--- config.mk ---
export PLATFORM = sky130hd
export DESIGN_NAME = scan_sequencer
export DESIGN_NICKNAME = d
export VERILOG_FILES = /design/src/rtl/scan_seq_pkg.sv /design/src/rtl/scan_dwell_counter.sv /design/src/rtl/scan_sequencer.sv
export SDC_FILE = /design/constraint.sdc
export NUM_CORES = 1
export LEC_CHECK = 0
export BUFFER_PORTS_ARGS = -buffer_cell sky130_fd_sc_hd__clkbuf_2
export CORE_MARGIN = 5
export CORE_UTILIZATION = 52
export CTS_CLUSTER_DIAMETER = 80
export DETAILED_ROUTE_END_ITERATION = 6
export GPL_ROUTABILITY_DRIVEN = 0
export PLACE_DENSITY = 0.72
export SETUP_SLACK_MARGIN = 0.3
export SLEW_MARGIN = 30
export SYNTH_ARGS = -nofsm -noshare
export SYNTH_HDL_FRONTEND = slang
export SYNTH_HIERARCHICAL = 1
export SYNTH_SLANG_ARGS = --single-unit
--- constraint.sdc ---
create_clock -name clk -period 2.42 [get_ports clk]
set_input_delay 0.242 -clock clk [delete_from_list [all_inputs] [get_ports clk]]
set_output_delay 0.242 -clock clk [all_outputs]
set_load 0.05 [all_outputs]
--- src/rtl/scan_seq_pkg.sv ---
// Shared definitions for the scan sequencer slice: FSM state encoding,
// channel code width and the default dwell counter width.
package scan_seq_pkg;

  // Sequencer states: waiting for start, or stepping through channel codes
  typedef enum logic {
    ST_IDLE = 1'b0,
    ST_SCAN = 1'b1
  } scan_state_e;

  // Width of the channel code driven into the 3-to-8 decoder
  localparam int CODE_W = 3;

  // Default width of the dwell input and the internal dwell counter
  localparam int DEFAULT_DWELL_W = 8;

endpackage

--- src/rtl/scan_dwell_counter.sv ---
// Loadable down-counter that measures how long each channel code is held.
// Clear has priority over load, load has priority over decrement, and the
// count never wraps below zero.
module scan_dwell_counter
  import scan_seq_pkg::*;
#(
  parameter int DWELL_W = DEFAULT_DWELL_W
) (
  input  logic               clk,
  input  logic               rst,
  input  logic               clear_i,
  input  logic               load_i,
  input  logic [DWELL_W-1:0] loadValue_i,
  input  logic               enable_i,
  output logic [DWELL_W-1:0] count_o,
  output logic               zero_o
);

  logic [DWELL_W-1:0] count_q;
  logic [DWELL_W-1:0] count_d;

  // Choose the next count from clear, load or decrement requests
  always_comb begin
    count_d = count_q;
    if (clear_i) begin
      count_d = '0;
    end else if (load_i) begin
      count_d = loadValue_i;
    end else if (enable_i && (count_q != '0)) begin
      count_d = count_q - DWELL_W'(1);
    end
  end

  // Hold the count; reset returns it to zero immediately
  always_ff @(posedge clk or posedge rst) begin
    if (rst) begin
      count_q <= '0;
    end else begin
      count_q <= count_d;
    end
  end

  assign count_o = count_q;
  assign zero_o  = (count_q == '0);

endmodule

--- src/rtl/scan_sequencer.sv ---
// Scan sequencer: steps a channel code 0..LAST_CH into the 3-to-8 decoder,
// holding each code for a latched dwell time, in one-shot or wrapping mode.
// Optional feature macro: SCAN_SEQUENCER_PAUSE_EN adds a pause input that
// freezes an active scan without dropping code_valid/busy.
module scan_sequencer
  import scan_seq_pkg::*;
#(
  parameter int DWELL_W = DEFAULT_DWELL_W,
  parameter int LAST_CH = 7
) (
  input  logic               clk,
  input  logic               rst,
  input  logic               start,
  input  logic               stop,
  input  logic               oneshot,
  input  logic [DWELL_W-1:0] dwell,
`ifdef SCAN_SEQUENCER_PAUSE_EN
  input  logic               pause,
`endif
  output logic [CODE_W-1:0]  code,
  output logic               code_valid,
  output logic               busy,
  output logic               wrap,
  output logic               done
);

  localparam logic [CODE_W-1:0]  LAST_CODE = CODE_W'(LAST_CH);
  localparam logic [DWELL_W-1:0] DWELL_ONE = DWELL_W'(1);

  scan_state_e        state_q, state_d;
  logic [CODE_W-1:0]  code_q, code_d;
  logic               codeValid_q, codeValid_d;
  logic               busy_q, busy_d;
  logic               wrap_q, wrap_d;
  logic               done_q, done_d;
  logic               oneshot_q, oneshot_d;
  logic [DWELL_W-1:0] dwell_q, dwell_d;

  logic               cntClear;
  logic               cntLoad;
  logic [DWELL_W-1:0] cntLoadValue;
  logic               cntEnable;
  logic [DWELL_W-1:0] cntValue;
  logic               cntZero;
  logic [DWELL_W-1:0] effDwell;
  logic               pauseActive;

  // A requested dwell of zero still shows each code for one cycle
  assign effDwell = (dwell == '0) ? DWELL_ONE : dwell;

`ifdef SCAN_SEQUENCER_PAUSE_EN
  assign pauseActive = pause;
`else
  assign pauseActive = 1'b0;
`endif

  scan_dwell_counter #(
    .DWELL_W(DWELL_W)
  ) u_dwellCounter (
    .clk        (clk),
    .rst        (rst),
    .clear_i    (cntClear),
    .load_i     (cntLoad),
    .loadValue_i(cntLoadValue),
    .enable_i   (cntEnable),
    .count_o    (cntValue),
    .zero_o     (cntZero)
  );

  // Next-state, next-output and counter control for the IDLE/SCAN machine
  always_comb begin
    state_d      = state_q;
    code_d       = code_q;
    codeValid_d  = codeValid_q;
    busy_d       = busy_q;
    wrap_d       = 1'b0;
    done_d       = 1'b0;
    oneshot_d    = oneshot_q;
    dwell_d      = dwell_q;
    cntClear     = 1'b0;
    cntLoad      = 1'b0;
    cntLoadValue = dwell_q - DWELL_ONE;
    cntEnable    = 1'b0;

    unique case (state_q)
      ST_IDLE: begin
        if (start && !stop) begin
          state_d      = ST_SCAN;
          code_d       = '0;
          codeValid_d  = 1'b1;
          busy_d       = 1'b1;
          oneshot_d    = oneshot;
          dwell_d      = effDwell;
          cntLoad      = 1'b1;
          cntLoadValue = effDwell - DWELL_ONE;
        end
      end

      ST_SCAN: begin
        if (stop) begin
          state_d     = ST_IDLE;
          code_d      = '0;
          codeValid_d = 1'b0;
          busy_d      = 1'b0;
          cntClear    = 1'b1;
        end else if (pauseActive) begin
          state_d = ST_SCAN;
        end else if (!cntZero) begin
          cntEnable = 1'b1;
        end else if (code_q != LAST_CODE) begin
          code_d  = code_q + CODE_W'(1);
          cntLoad = 1'b1;
        end else if (!oneshot_q) begin
          code_d  = '0;
          cntLoad = 1'b1;
          wrap_d  = 1'b1;
        end else begin
          state_d     = ST_IDLE;
          code_d      = '0;
          codeValid_d = 1'b0;
          busy_d      = 1'b0;
          done_d      = 1'b1;
          cntClear    = 1'b1;
        end
      end

      default: begin
        state_d = ST_IDLE;
      end
    endcase
  end

  // Register state, outputs and latched scan settings
  always_ff @(posedge clk or posedge rst) begin
    if (rst) begin
      state_q     <= ST_IDLE;
      code_q      <= '0;
      codeValid_q <= 1'b0;
      busy_q      <= 1'b0;
      wrap_q      <= 1'b0;
      done_q      <= 1'b0;
      oneshot_q   <= 1'b0;
      dwell_q     <= '0;
    end else begin
      state_q     <= state_d;
      code_q      <= code_d;
      codeValid_q <= codeValid_d;
      busy_q      <= busy_d;
      wrap_q      <= wrap_d;
      done_q      <= done_d;
      oneshot_q   <= oneshot_d;
      dwell_q     <= dwell_d;
    end
  end

  assign code       = code_q;
  assign code_valid = codeValid_q;
  assign busy       = busy_q;
  assign wrap       = wrap_q;
  assign done       = done_q;

endmodule
; Yosys cells after proc, flatten, opt, wreduce, memory -nomap -nowiden
; Index checks and enable logic that the tools add are counted.
[totals]
out_inout_bits = 7
inputBits = 13
elab_cells = 68
ff_bits = 24
[op_classes]
eq_ne = 5
addsub = 4
bitwise_logic = 1
n_reduce_logical = 10
muxes = 40
[op_table]
columns = op, n
row1 = $mux 8, 6
row2 = $mux 1, 26
row3 = $sub 8x1->8 const B, 3
row4 = $logic_not 8->1, 2
row5 = $mux 3, 4
row6 = $reduce_bool 8->1, 1
row7 = $ne 3x2->1 const B, 2
row8 = $ne 3x3->1 const B, 2
row9 = $pmux 1 s2, 3
row10 = $pmux 3 s2, 1
row11 = $reduce_and 2->1, 2
row12 = $reduce_and 4->1, 1
row13 = $add 3x1->3 const B, 1
row14 = $reduce_bool 3->1, 1
row15 = $logic_and 1x1->1, 2
row16 = $ne 2x2->1 const B, 1
row17 = $logic_not 1->1, 1
row18 = $not 1->1, 1

; Logic depth before layout (Yosys ltp)
[logic_depth]
depth_word = 8
depth_mapped = 11
mapped_depth_nobuf = 9

; By module
; The synthesis kept the hierarchy.
[by_module_without_submodules]
columns = mod, area_each_um2, seq_area_each_um2, cells_per_inst, n_inst
row1 = scan_sequencer, 1027.2, 400.4, 109, 1
row2 = scan_dwell_counter, 563.0, 200.2, 61, 1

; Least setup slack after synthesis
; Ideal clock, no wire load.
[synth_timing]
kind = register -> register
startpoint = reg u_dwellCounter.count_q[0], in the netlist u_dwellCounter/count_o[0]
endpoint = reg u_dwellCounter.count_q[5], in the netlist u_dwellCounter/count_o[5]
setup_ns = 0.119
path_slack_ns = -0.155
path_buffers = 1
arrival_ns = 2.456
t_required_ns = 2.301
stages_incl_launch_ff = 11
period_less_slack_ns = 2.575
cell_sequence = dfrtp_1 > inv_1 > ha_1 > nor2b_1 > and3_1 > clkbuf_1 > nor2_1 > or4b_4 > a2111oi_2 > xor2_1 > o21a_1
[synth_between]
elab_chain_len = 6
elab_cells_between_ends = 17
cone_classes = add/sub (1) / mux (12) / reduce/logical (4)
[synth_lines]
columns = item, line
row1 = from (decl), scan_dwell_counter.sv:19  ; logic [DWELL_W-1:0] count_q;
row2 = from (signal assigned), scan_dwell_counter.sv:39  ; count_q <= count_d;
row3 = $logic_not 8->1, scan_dwell_counter.sv:44  ; assign zero_o = (count_q == '0);
row4 = net cntZero, scan_sequencer.sv:44  ; logic cntZero;
row5 = $mux 1, scan_sequencer.sv:108  ; end else if (!cntZero) begin
row6 = $mux 1, scan_sequencer.sv:100  ; if (stop) begin
row7 = $mux 1, scan_sequencer.sv:85  ; unique case (state_q)
row8 = net cntEnable, scan_sequencer.sv:42  ; logic cntEnable;
row9 = $logic_and 1x1->1, scan_dwell_counter.sv:29  ; end else if (enable_i && (count_q != '0)) begin
row10 = $reduce_bool 3->1 (no source line), n/a
; The timed path passes the listed nets, and every way through them passes these cells. The select of a mux whose other input is x is not followed.
; A chain may end at the register's enable or synchronous reset.

; Worst setup path after layout
; Same ends and word-level chain as after synthesis.

==> results.sh <==
export IMPL_arrival_ns=2.34
export IMPL_min_path_type="in -> reg"
export IMPL_drv_cap=0
export IMPL_grtUsageTotal_pct=18.0
export IMPL_clkTransAtPathRegs_ns=0.13
export IMPL_ant_nets=0
export IMPL_setup_viol=0
export IMPL_wl_per_cell_um=14.6
export IMPL_nNetsFinal=218
export IMPL_drive_above_1_share_pct=30.3
export IMPL_grt_pass1_vias=1336
export IMPL_pin_count=20
export IMPL_synth_top_cell_by_area="dfrtp_1"
export IMPL_grt_pass1_wl_um=6130
export IMPL_max_slew_margin_pct=58.0
export IMPL_die_h_um=65.3
export IMPL_ys_warn_count=6
export IMPL_hpwl_um=2550
export IMPL_crit_path_top_delay_cell="or4b_4"
export IMPL_grt_setup_unrepaired="yes"
export IMPL_critPathCaptureType="flip-flop"
export IMPL_path_max_fanout=4
export IMPL_htree_levels=1
export IMPL_synth_cell_types=38
export IMPL_fin_cells=231
export IMPL_required_ns=2.64
export IMPL_cts_root_buf="clkbuf_4"
export IMPL_antenna_found_initial=0
export IMPL_skew_ns=0.00240
export IMPL_utilization_pct=63.3
export IMPL_diodes=0
export IMPL_synth_edf_count=0
export IMPL_initial_utilization_pct=53.0
export IMPL_vias=1304
export IMPL_fp_dieW_um=65.3
export IMPL_setup_tns_ns=0
export IMPL_synth_cells=170
export IMPL_synth_top_area_share_pct=37.8
export IMPL_synth_most_common_cell="dfrtp_1"
export IMPL_fmax_mhz=471
export IMPL_path_class="reg -> reg"
export IMPL_synth_fp_nets=189
export IMPL_cts_inserted_buffers=3
export IMPL_vias_per_cell=5.65
export IMPL_drc=0
export IMPL_ys_ff_latch=24
export IMPL_dp_cells=219
export IMPL_cp_start_kind="flip-flop"
export IMPL_netlist_area_um2=1590
export IMPL_avgSynthCellArea_um2=9.35
export IMPL_status="finished, final reports clean"
export IMPL_slew_violations=0
export IMPL_clock_sinks=24
export IMPL_coreArea_um2=3000
export IMPL_synth_area_top_cells="dfrtp_1, mux2_2, xor2_1, ha_1, mux2i_1"
export IMPL_yosysSeqAreaShare_pct=37.8
export IMPL_gr_total_overflow=0
export IMPL_drt_first_pass_iters=4
export IMPL_row_count=20
export IMPL_drt_iter0_drc=51
export IMPL_ys_flop_type="dfrtp_1"
export IMPL_synthArstFlopShare_pct=100
export IMPL_vdd_ir_drop_max_mv=0.416
export IMPL_period_share_pct=87.8
export IMPL_portBuffers=19
export IMPL_die_area_um2=4260
export IMPL_cp_cell_sequence="inv_2, ha_4, nor2b_4, and3_4, nor2_4, or4b_4, a2111oi_4, xor2_1, o21a_1"
export IMPL_grt_max_degree=24
export IMPL_p_leak_uw=0.000832
export IMPL_crit_path_max_incr_delay_ns=0.52
export IMPL_yosys_top_cells_count="dfrtp_1, inv_1, nand2_1"
export IMPL_r2r_setup_slack_ns=0.29
export IMPL_total_power_uw=1370
export IMPL_cts_tree="yes"
export IMPL_tightest_slew_ns=0.630
export IMPL_dpl_cell_area_um2=1790
export IMPL_cts_buffer_depth=2
export IMPL_p_per_area_nw_per_um2=719
export IMPL_area_delta_synth_final_pct=19.6
export IMPL_hold_violations=0
export IMPL_layout_min_cycle_time_ns=2.13
export IMPL_totalWireLength_um=3380
export IMPL_clk_latency_ns=0.31
export IMPL_final_area_um2=1900
==> critical path: cells and delay by family, from the launching register on <==
| family | cells | cell delay (ns) |
|---|---|---|
| compound gates | 2 | 0.40 |
| xor+xnor | 1 | 0.11 |
| fa+ha+maj | 1 | 0.15 |
| buf+inv | 1 | 0.06 |
| flops | 1 | 0.39 |
| simple gates | 4 | 0.91 |
==> metrics by stage <==
stage	hold slack, ns	setup WS, ns
final	0.153	0.295
after global routing	0.147	0.210
after CTS	0.148	0.326
after detailed placement	0.194	0.171
after global placement	0.192	0.262
after floorplan	0.0576	0.230
==> routing by layer <==
| metal | share of wire [%] | GRT usage [%] | wire length (um) | vias up |
|---|---|---|---|---|
| met5 | 0 | 0 | 0 | - |
| met4 | 1.3 | 4.66 | 44 | 0 |
| met3 | 3.2 | 2.56 | 107 | 5 |
| met2 | 49 | 31.0 | 1670 | 26 |
| met1 | 46 | 23.7 | 1560 | 614 |
| li1 | - | - | - | 659 |
==> power by group <==
part	leakage, uW	total (uW)	internal, uW	switching, uW
Combinational	0.000518	581	283	297
Clock	0.0000150	184	64.4	119
Sequential	0.000299	603	483	120
Total	0.000832	1370	831	537
==> cell families after synthesis <==
kind of cell / after synthesis / share of synthesized area, %
flops: 24 / 37.8
simple gates: 53 / 19.8
mux: 13 / 8.73
xor+xnor: 12 / 6.61
compound gates: 40 / 16.7
buf+inv: 22 / 5.66
fa+ha+maj: 6 / 4.72
==> cell type report <==
type	count	area, um^2
multi-input cells	124	988
inverters	15	56.3
clock buffers	4	26.3
fillers	249	1100
well taps	33	41.3
flip-flops and latches	24	602
repair buffers	31	188
==> repair_timing <==
action                                 in CTS  in global routing
hold buffers                                1                  0
endpoints found under the hold margin       8                  0
setup buffers                               5                  2
gates cloned                                0                  0
gates resized for setup                     3                  1
setup endpoints to repair                   8                  4
pin swaps                                   1                  0
==> flip-flops by register name (all words and copies together) (netlist names) <==
| name | flops |
|---|---|
| dwell_q | 8 |
| state_q | 1 |
| code | 3 |
| done | 1 |
| wrap | 1 |
| busy | 1 |
| oneshot_q | 1 |
| u_dwellCounter/count_o | 8 |
==> cell usage in the layout, fill, tap and decap left out, drive strengths merged, types with 3 or more instances in the layout <==
master,synthesis,routed
a211oi,3,3
a21oi,10,10
and3,3,3
buf,4,11
clkbuf,3,23
dfrtp,24,24
ha,6,6
inv,15,15
mux2,7,7
mux2i,6,6
nand2,14,14
nor2,10,10
nor2b,5,5
nor3,5,5
nor4,7,7
o21a,6,6
o21ai,8,8
o31ai,3,3
or4,3,3
xnor2,3,3
xor2,9,9
==> worst paths after layout <==
kind                                                   to                       from  cells after the start
worst max-delay path            u_dwellCounter/count_o[5]  u_dwellCounter/count_o[0]                      9
worst min-delay path                            oneshot_q                    oneshot                      2
worst max register to register  u_dwellCounter/count_o[5]  u_dwellCounter/count_o[0]                      9
worst min register to register                       wrap                  oneshot_q                      1
max in group asynchronous                      dwell_q[5]                        rst                      3
min in group asynchronous       u_dwellCounter/count_o[5]                        rst                      3
Note: power is estimated with default switching activity, not from simulation.
